<file path="src/rtl/branch_predictor.sv">
// ============================================================================
// Module   : branch_predictor
// Brief    : Fetch-stage BTB + 2-bit BHT predictor trained by execute-stage
//            branch resolutions; one-cycle registered lookup.
// Revision : 1.0 - initial release
// ============================================================================
`default_nettype none

package cpu_defs_pkg;
    typedef logic [31:0] u32_t;
    typedef enum logic [3:0] {
        BRU_NONE = 4'd0,
        BRU_BEQ  = 4'd1,
        BRU_BNE  = 4'd2,
        BRU_BLT  = 4'd3,
        BRU_BLTU = 4'd4,
        BRU_BGE  = 4'd5,
        BRU_BGEU = 4'd6,
        BRU_B    = 4'd7,
        BRU_BL   = 4'd8,
        BRU_JIRL = 4'd9
    } bru_op_t;
endpackage

module branch_predictor
    import cpu_defs_pkg::*;
#(
    parameter int BTB_IDX_W = 6,
    parameter int BTB_TAG_W = 8,
    parameter int BHT_IDX_W = 8
) (
    input  logic    clk,
    input  logic    rst,
    input  logic    req_valid,
    input  u32_t    req_pc,
    output logic    resp_valid,
    output logic    resp_taken,
    output u32_t    resp_target,
    input  logic    flush,
    input  logic    upd_valid,
    input  u32_t    upd_pc,
    input  bru_op_t upd_op,
    input  logic    upd_taken,
    input  u32_t    upd_target
);

    localparam int         c_btb_entries = 1 << BTB_IDX_W;
    localparam int         c_bht_entries = 1 << BHT_IDX_W;
    localparam logic [1:0] c_ctr_reset   = 2'b01;

    logic                 r_btb_valid  [c_btb_entries];
    logic [BTB_TAG_W-1:0] r_btb_tag    [c_btb_entries];
    logic [29:0]          r_btb_target [c_btb_entries];
    logic                 r_btb_uncond [c_btb_entries];
    logic [1:0]           r_bht        [c_bht_entries];

    logic r_req_q;
    logic r_resp_taken;
    u32_t r_resp_target;

    logic [BTB_IDX_W-1:0] w_req_btb_idx;
    logic [BTB_TAG_W-1:0] w_req_tag;
    logic [BHT_IDX_W-1:0] w_req_bht_idx;
    logic                 w_hit;
    logic                 w_pred_taken;
    u32_t                 w_pred_target;

    logic [BTB_IDX_W-1:0] w_upd_btb_idx;
    logic [BTB_TAG_W-1:0] w_upd_tag;
    logic [BHT_IDX_W-1:0] w_upd_bht_idx;
    logic                 w_upd_cond;
    logic                 w_upd_uncond;
    logic                 w_btb_we;
    logic                 w_bht_we;
    logic [1:0]           w_ctr_cur;
    logic [1:0]           w_ctr_next;
    logic                 w_unused;

    assign w_req_btb_idx = req_pc[BTB_IDX_W+1:2];
    assign w_req_tag     = req_pc[BTB_IDX_W+BTB_TAG_W+1:BTB_IDX_W+2];
    assign w_req_bht_idx = req_pc[BHT_IDX_W+1:2];
    assign w_upd_btb_idx = upd_pc[BTB_IDX_W+1:2];
    assign w_upd_tag     = upd_pc[BTB_IDX_W+BTB_TAG_W+1:BTB_IDX_W+2];
    assign w_upd_bht_idx = upd_pc[BHT_IDX_W+1:2];
    assign w_unused      = ^{req_pc, upd_pc, upd_target[1:0]};

    // Tables are read from the current flop state, so a same-cycle update is not seen
    assign w_hit         = r_btb_valid[w_req_btb_idx] && (r_btb_tag[w_req_btb_idx] == w_req_tag);
    assign w_pred_taken  = w_hit && (r_btb_uncond[w_req_btb_idx] || r_bht[w_req_bht_idx][1]);
    assign w_pred_target = w_pred_taken ? {r_btb_target[w_req_btb_idx], 2'b00} : req_pc + 32'd4;

    always_comb begin
        w_upd_cond   = 1'b0;
        w_upd_uncond = 1'b0;
        case (upd_op)
            BRU_BEQ, BRU_BNE, BRU_BLT, BRU_BLTU, BRU_BGE, BRU_BGEU: w_upd_cond   = 1'b1;
            BRU_B, BRU_BL, BRU_JIRL:                                w_upd_uncond = 1'b1;
            default: ;
        endcase
    end

    assign w_btb_we  = upd_valid && (w_upd_uncond || (w_upd_cond && upd_taken));
    assign w_bht_we  = upd_valid && w_upd_cond;
    assign w_ctr_cur = r_bht[w_upd_bht_idx];

    always_comb begin
        w_ctr_next = w_ctr_cur;
        if (upd_taken && (w_ctr_cur != 2'b11)) begin
            w_ctr_next = w_ctr_cur + 2'b01;
        end else if (!upd_taken && (w_ctr_cur != 2'b00)) begin
            w_ctr_next = w_ctr_cur - 2'b01;
        end
    end

    always_ff @(posedge clk) begin
        if (rst) begin
            for (int i = 0; i < c_btb_entries; i++) begin
                r_btb_valid[i] <= 1'b0;
            end
            for (int j = 0; j < c_bht_entries; j++) begin
                r_bht[j] <= c_ctr_reset;
            end
        end else begin
            if (w_btb_we) begin
                r_btb_valid[w_upd_btb_idx] <= 1'b1;
            end
            if (w_bht_we) begin
                r_bht[w_upd_bht_idx] <= w_ctr_next;
            end
        end
    end

    // Payload fields are qualified by the valid bit and need no reset
    always_ff @(posedge clk) begin
        if (w_btb_we) begin
            r_btb_tag[w_upd_btb_idx]    <= w_upd_tag;
            r_btb_target[w_upd_btb_idx] <= upd_target[31:2];
            r_btb_uncond[w_upd_btb_idx] <= w_upd_uncond;
        end
    end

    always_ff @(posedge clk) begin
        if (rst) begin
            r_req_q       <= 1'b0;
            r_resp_taken  <= 1'b0;
            r_resp_target <= 32'd0;
        end else begin
            r_req_q <= req_valid;
            if (req_valid) begin
                r_resp_taken  <= w_pred_taken;
                r_resp_target <= w_pred_target;
            end
        end
    end

    assign resp_valid  = r_req_q && !flush;
    assign resp_taken  = r_resp_taken;
    assign resp_target = r_resp_target;

endmodule

`default_nettype wire

</file>
<file path="config.mk">
export PLATFORM = sky130hd
export DESIGN_NAME = branch_predictor
export DESIGN_NICKNAME = d
export VERILOG_FILES = /design/src/rtl/branch_predictor.sv
export SDC_FILE = /design/constraint.sdc
export NUM_CORES = 2
export LEC_CHECK = 0
export BUFFER_PORTS_ARGS = -buffer_cell sky130_fd_sc_hd__buf_2
export CORE_MARGIN = 2
export CORE_UTILIZATION = 35
export CTS_BUF_LIST = sky130_fd_sc_hd__clkbuf_2 sky130_fd_sc_hd__clkbuf_4 sky130_fd_sc_hd__clkbuf_8
export DETAILED_ROUTE_END_ITERATION = 7
export PLACE_DENSITY_LB_ADDON = 0.25
export SLEW_MARGIN = 15
export SYNTH_ARGS = -nofsm -noshare
export SYNTH_HDL_FRONTEND = slang
export SYNTH_SLANG_ARGS = --single-unit
</file>
<file path="constraint.sdc">
create_clock -name clk -period 13 [get_ports clk]
set_input_delay 0.65 -clock clk [delete_from_list [all_inputs] [get_ports clk]]
set_output_delay 0.65 -clock clk [all_outputs]
set_load 0.1 [all_outputs]
</file>
==> impl_results.md <==
- Via count: 68.68k
- Main synth FF type: edfxtp_1
- Mapped Avg Cell Area: 20.16 sq um
- HP Class: in2reg
- Commonest non-fill, non-tap cell in the layout: edfxtp_1
- Core Area: 361700 sq um
- Number of flops mapped to enable cells by yosys: 3008
- Syn Nets: 6408
- Multi-input gate area: 33070 sq um
- Post-synth top area cell: edfxtp_1
- Initial antenna violation count: 44
- Clock tree buffer depth: 4
- ANT nets after route: 0
- Final hold violations: 0
- Leakage power: 0.04423 uW
- Synthesized area: 127000 sq um
- WS Path Type: in2reg
- Num CTS Buffers: 525
- Status: finished clean
- Worst-Skew Late Latency: 1.06 ns
- FMAX: 163.1 MHz
- Mapped Cells: 6299
- Layout cells sized above 1: 32.37%
- Startpoint types: primary input
- CTS tree: done
- Reg clk slew, reported paths: 0.06 ns
- Max FO, Critical Path: 75
- Setup TNS: 0 ns
- Syn-to-layout area delta: 13.26%
- Max-slew violations: 0
- Crit path capture type: register
- TritonCTS Sinks: 3106
- Vias per inst: 5.807
- Largest net degree at the start of global routing: 143
- Dominant cells by area after synthesis: edfxtp_1 (71%), mux4_2 (18%), dfxtp_1 (1.5%)
- H-tree levels: 6
- Clock Skew: 0.08786 ns
- Root buffer cell: clkbuf_8
- DPL Wire Length: 224400 um
- Die area: 367700 sq um
- Setup violations, final: 0
- Most frequent cells in the layout: edfxtp_1 (3008), mux4_2 (1023), clkbuf_8 (565)
- Async S/R FF share, synth: 0%
- Synth Warn #: 0
- Vias in the first global route: 69.06k
- Gpl congestion: 0.8292
- Reg area: 92290 sq um
- Final cell count without fillers: 11.83k
- Filler cells: 32.41k
- Tcrit/Tclk final: 47.16%
- First-pass GRT wire length: 554300 um
- Per-cell routed wire length: 34.02 um
- Grt ovf: 0
- Sequential area share after synthesis: 72.66%
- WL final: 402400 um
- Max-Cap Viols: 0
- Port buffer count: 119
- IO Pins: 140
- Synth unique cells: 62
- Initial DRT Pass Iterations: 8
- Resized cells post-CTS: 0
- Die Ht: 606.4 um
- Placed insts: 10.90k
- Global Route Usage Sum: 21.63%
- DRC violation total after the first TritonRoute iteration: 9235
- Initial Util: 35.12%
- Final net count: 6744
- Worst-Margin Slew: 1.254 ns
- Unrepaired setup endpoints after global routing: false
- Max VDD drop: 0.00009123 V
- Max_slew headroom: 16.40%
- FP Rows: 221
- Post-layout min period: 6.131 ns
- Register bit total from synthesis: 3106
- Power Density: 146.7 nW/um^2
- WP data arrival: 7.01 ns
- Share of the synthesized area in the top cell type: 71.12%
- DRC errors left: 0
- Chip width: 606.4 um
- Required time worst endpoint: 13.88 ns
==> layout make-up <==
class	count	share of cell area, %
multi-input cells	2683	22.99
repair buffers	306	1.578
diodes	22	0.03827
inverters	13	0.04175
clock inverters	146	0.6141
flip-flops and latches	3106	64.16
well taps	4794	4.170
clock buffers	758	6.413
==> logic make-up after synthesis <==
group                      Yosys count  synth area share (%)
buffers and inverters              510                 1.786
muxes                             1086                 18.65
adders and majority gates            3               0.02956
xor gates and xnor gates            30                0.2069
and+or+nand+nor                   1134                 4.141
DFF                               3106                 72.66
AOI/OAI and AO/OA                  430                 2.523
==> flip-flops by register name (all words and copies together), names as in the netlist <==
name and cells:
resp_taken 1, r_btb_valid 64, r_bht 512, r_btb_tag 512, r_req_q 1, r_btb_target 1920, r_btb_uncond 64, resp_target 32
==> per-stage QoR <==
stage | hold slack (ns) | total power [uW] | instance area [sq um] | util (%) | setup slack [ns]
4_1_cts | 0.03052 | 21270 | 143700 | 39.73 | 6.915
5_1_grt | 0.1050 | 21770 | 143800 | 39.76 | 6.482
3_5_place_dp | 0.4574 | 12690 | 133600 | 36.93 | 5.852
2_1_floorplan | 0.4348 | 12160 | 127000 | - | 8.078
6_report | 0.1333 | 21110 | 143800 | 39.77 | 6.869
3_3_place_gp | 0.4499 | 12670 | 133500 | 36.92 | 5.845
==> cell usage after synthesis (all sizes together), types with 17 or more instances <==
| cell | n |
|---|---|
| a21o | 220 |
| o21ai | 17 |
| a2111oi | 31 |
| dfxtp | 98 |
| a21oi | 30 |
| a22oi | 32 |
| edfxtp | 3008 |
| nor3 | 291 |
| clkbuf | 270 |
| nand4 | 25 |
| buf | 227 |
| a211oi | 25 |
| nand2b | 22 |
| nor2 | 332 |
| mux4 | 1023 |
| nand2 | 122 |
| nand3 | 280 |
| mux2i | 49 |
| nor2b | 18 |
==> worst paths after layout <==
check / startpoint / to / slack [ns] / cells past startpoint
setup / recovery: req_pc[2] / resp_target[23] / 6.87 / 12
hold / removal: req_pc[20] / resp_target[20] / 0.13 / 4
setup reg to reg: r_bht[91][0] / r_bht[103][1] / 7.39 / 13
hold reg to reg: r_btb_valid[54] / r_btb_valid[54] / 0.47 / 2
==> report_power, final <==
group	internal [uW]	switching (uW)	total, uW
clock network	4670	3960	8620
registers	11000	27.0	11100
logic	461	959	1420
==> critical path: stages <==
cell and delay (ns):
buf_8 0.45, buf_12 0.57, buf_4 0.90, mux4_2 0.62, o211ai_1 0.17, nand3_1 0.09, o21ai_0 0.61, a21oi_1 0.15
a2111oi_0 0.50, and4_2 1.14, a211oi_1 0.41, a2111oi_0 0.45
==> per-layer routing <==
layer	GRT usage, %	part of all wire (%)	wire length (um)
met2	35.07	48	195000
met5	0	0.019	76
met1	29.81	40	162900
met4	6.839	3.1	12470
met3	3.661	7.9	31950
==> repair_timing <==
action / in CTS / in global routing
hold endpoints to repair: 11 / 0
hold buffers: 3 / 0
buffers inserted: 0 / 0
(Power assumes the default switching activity.)
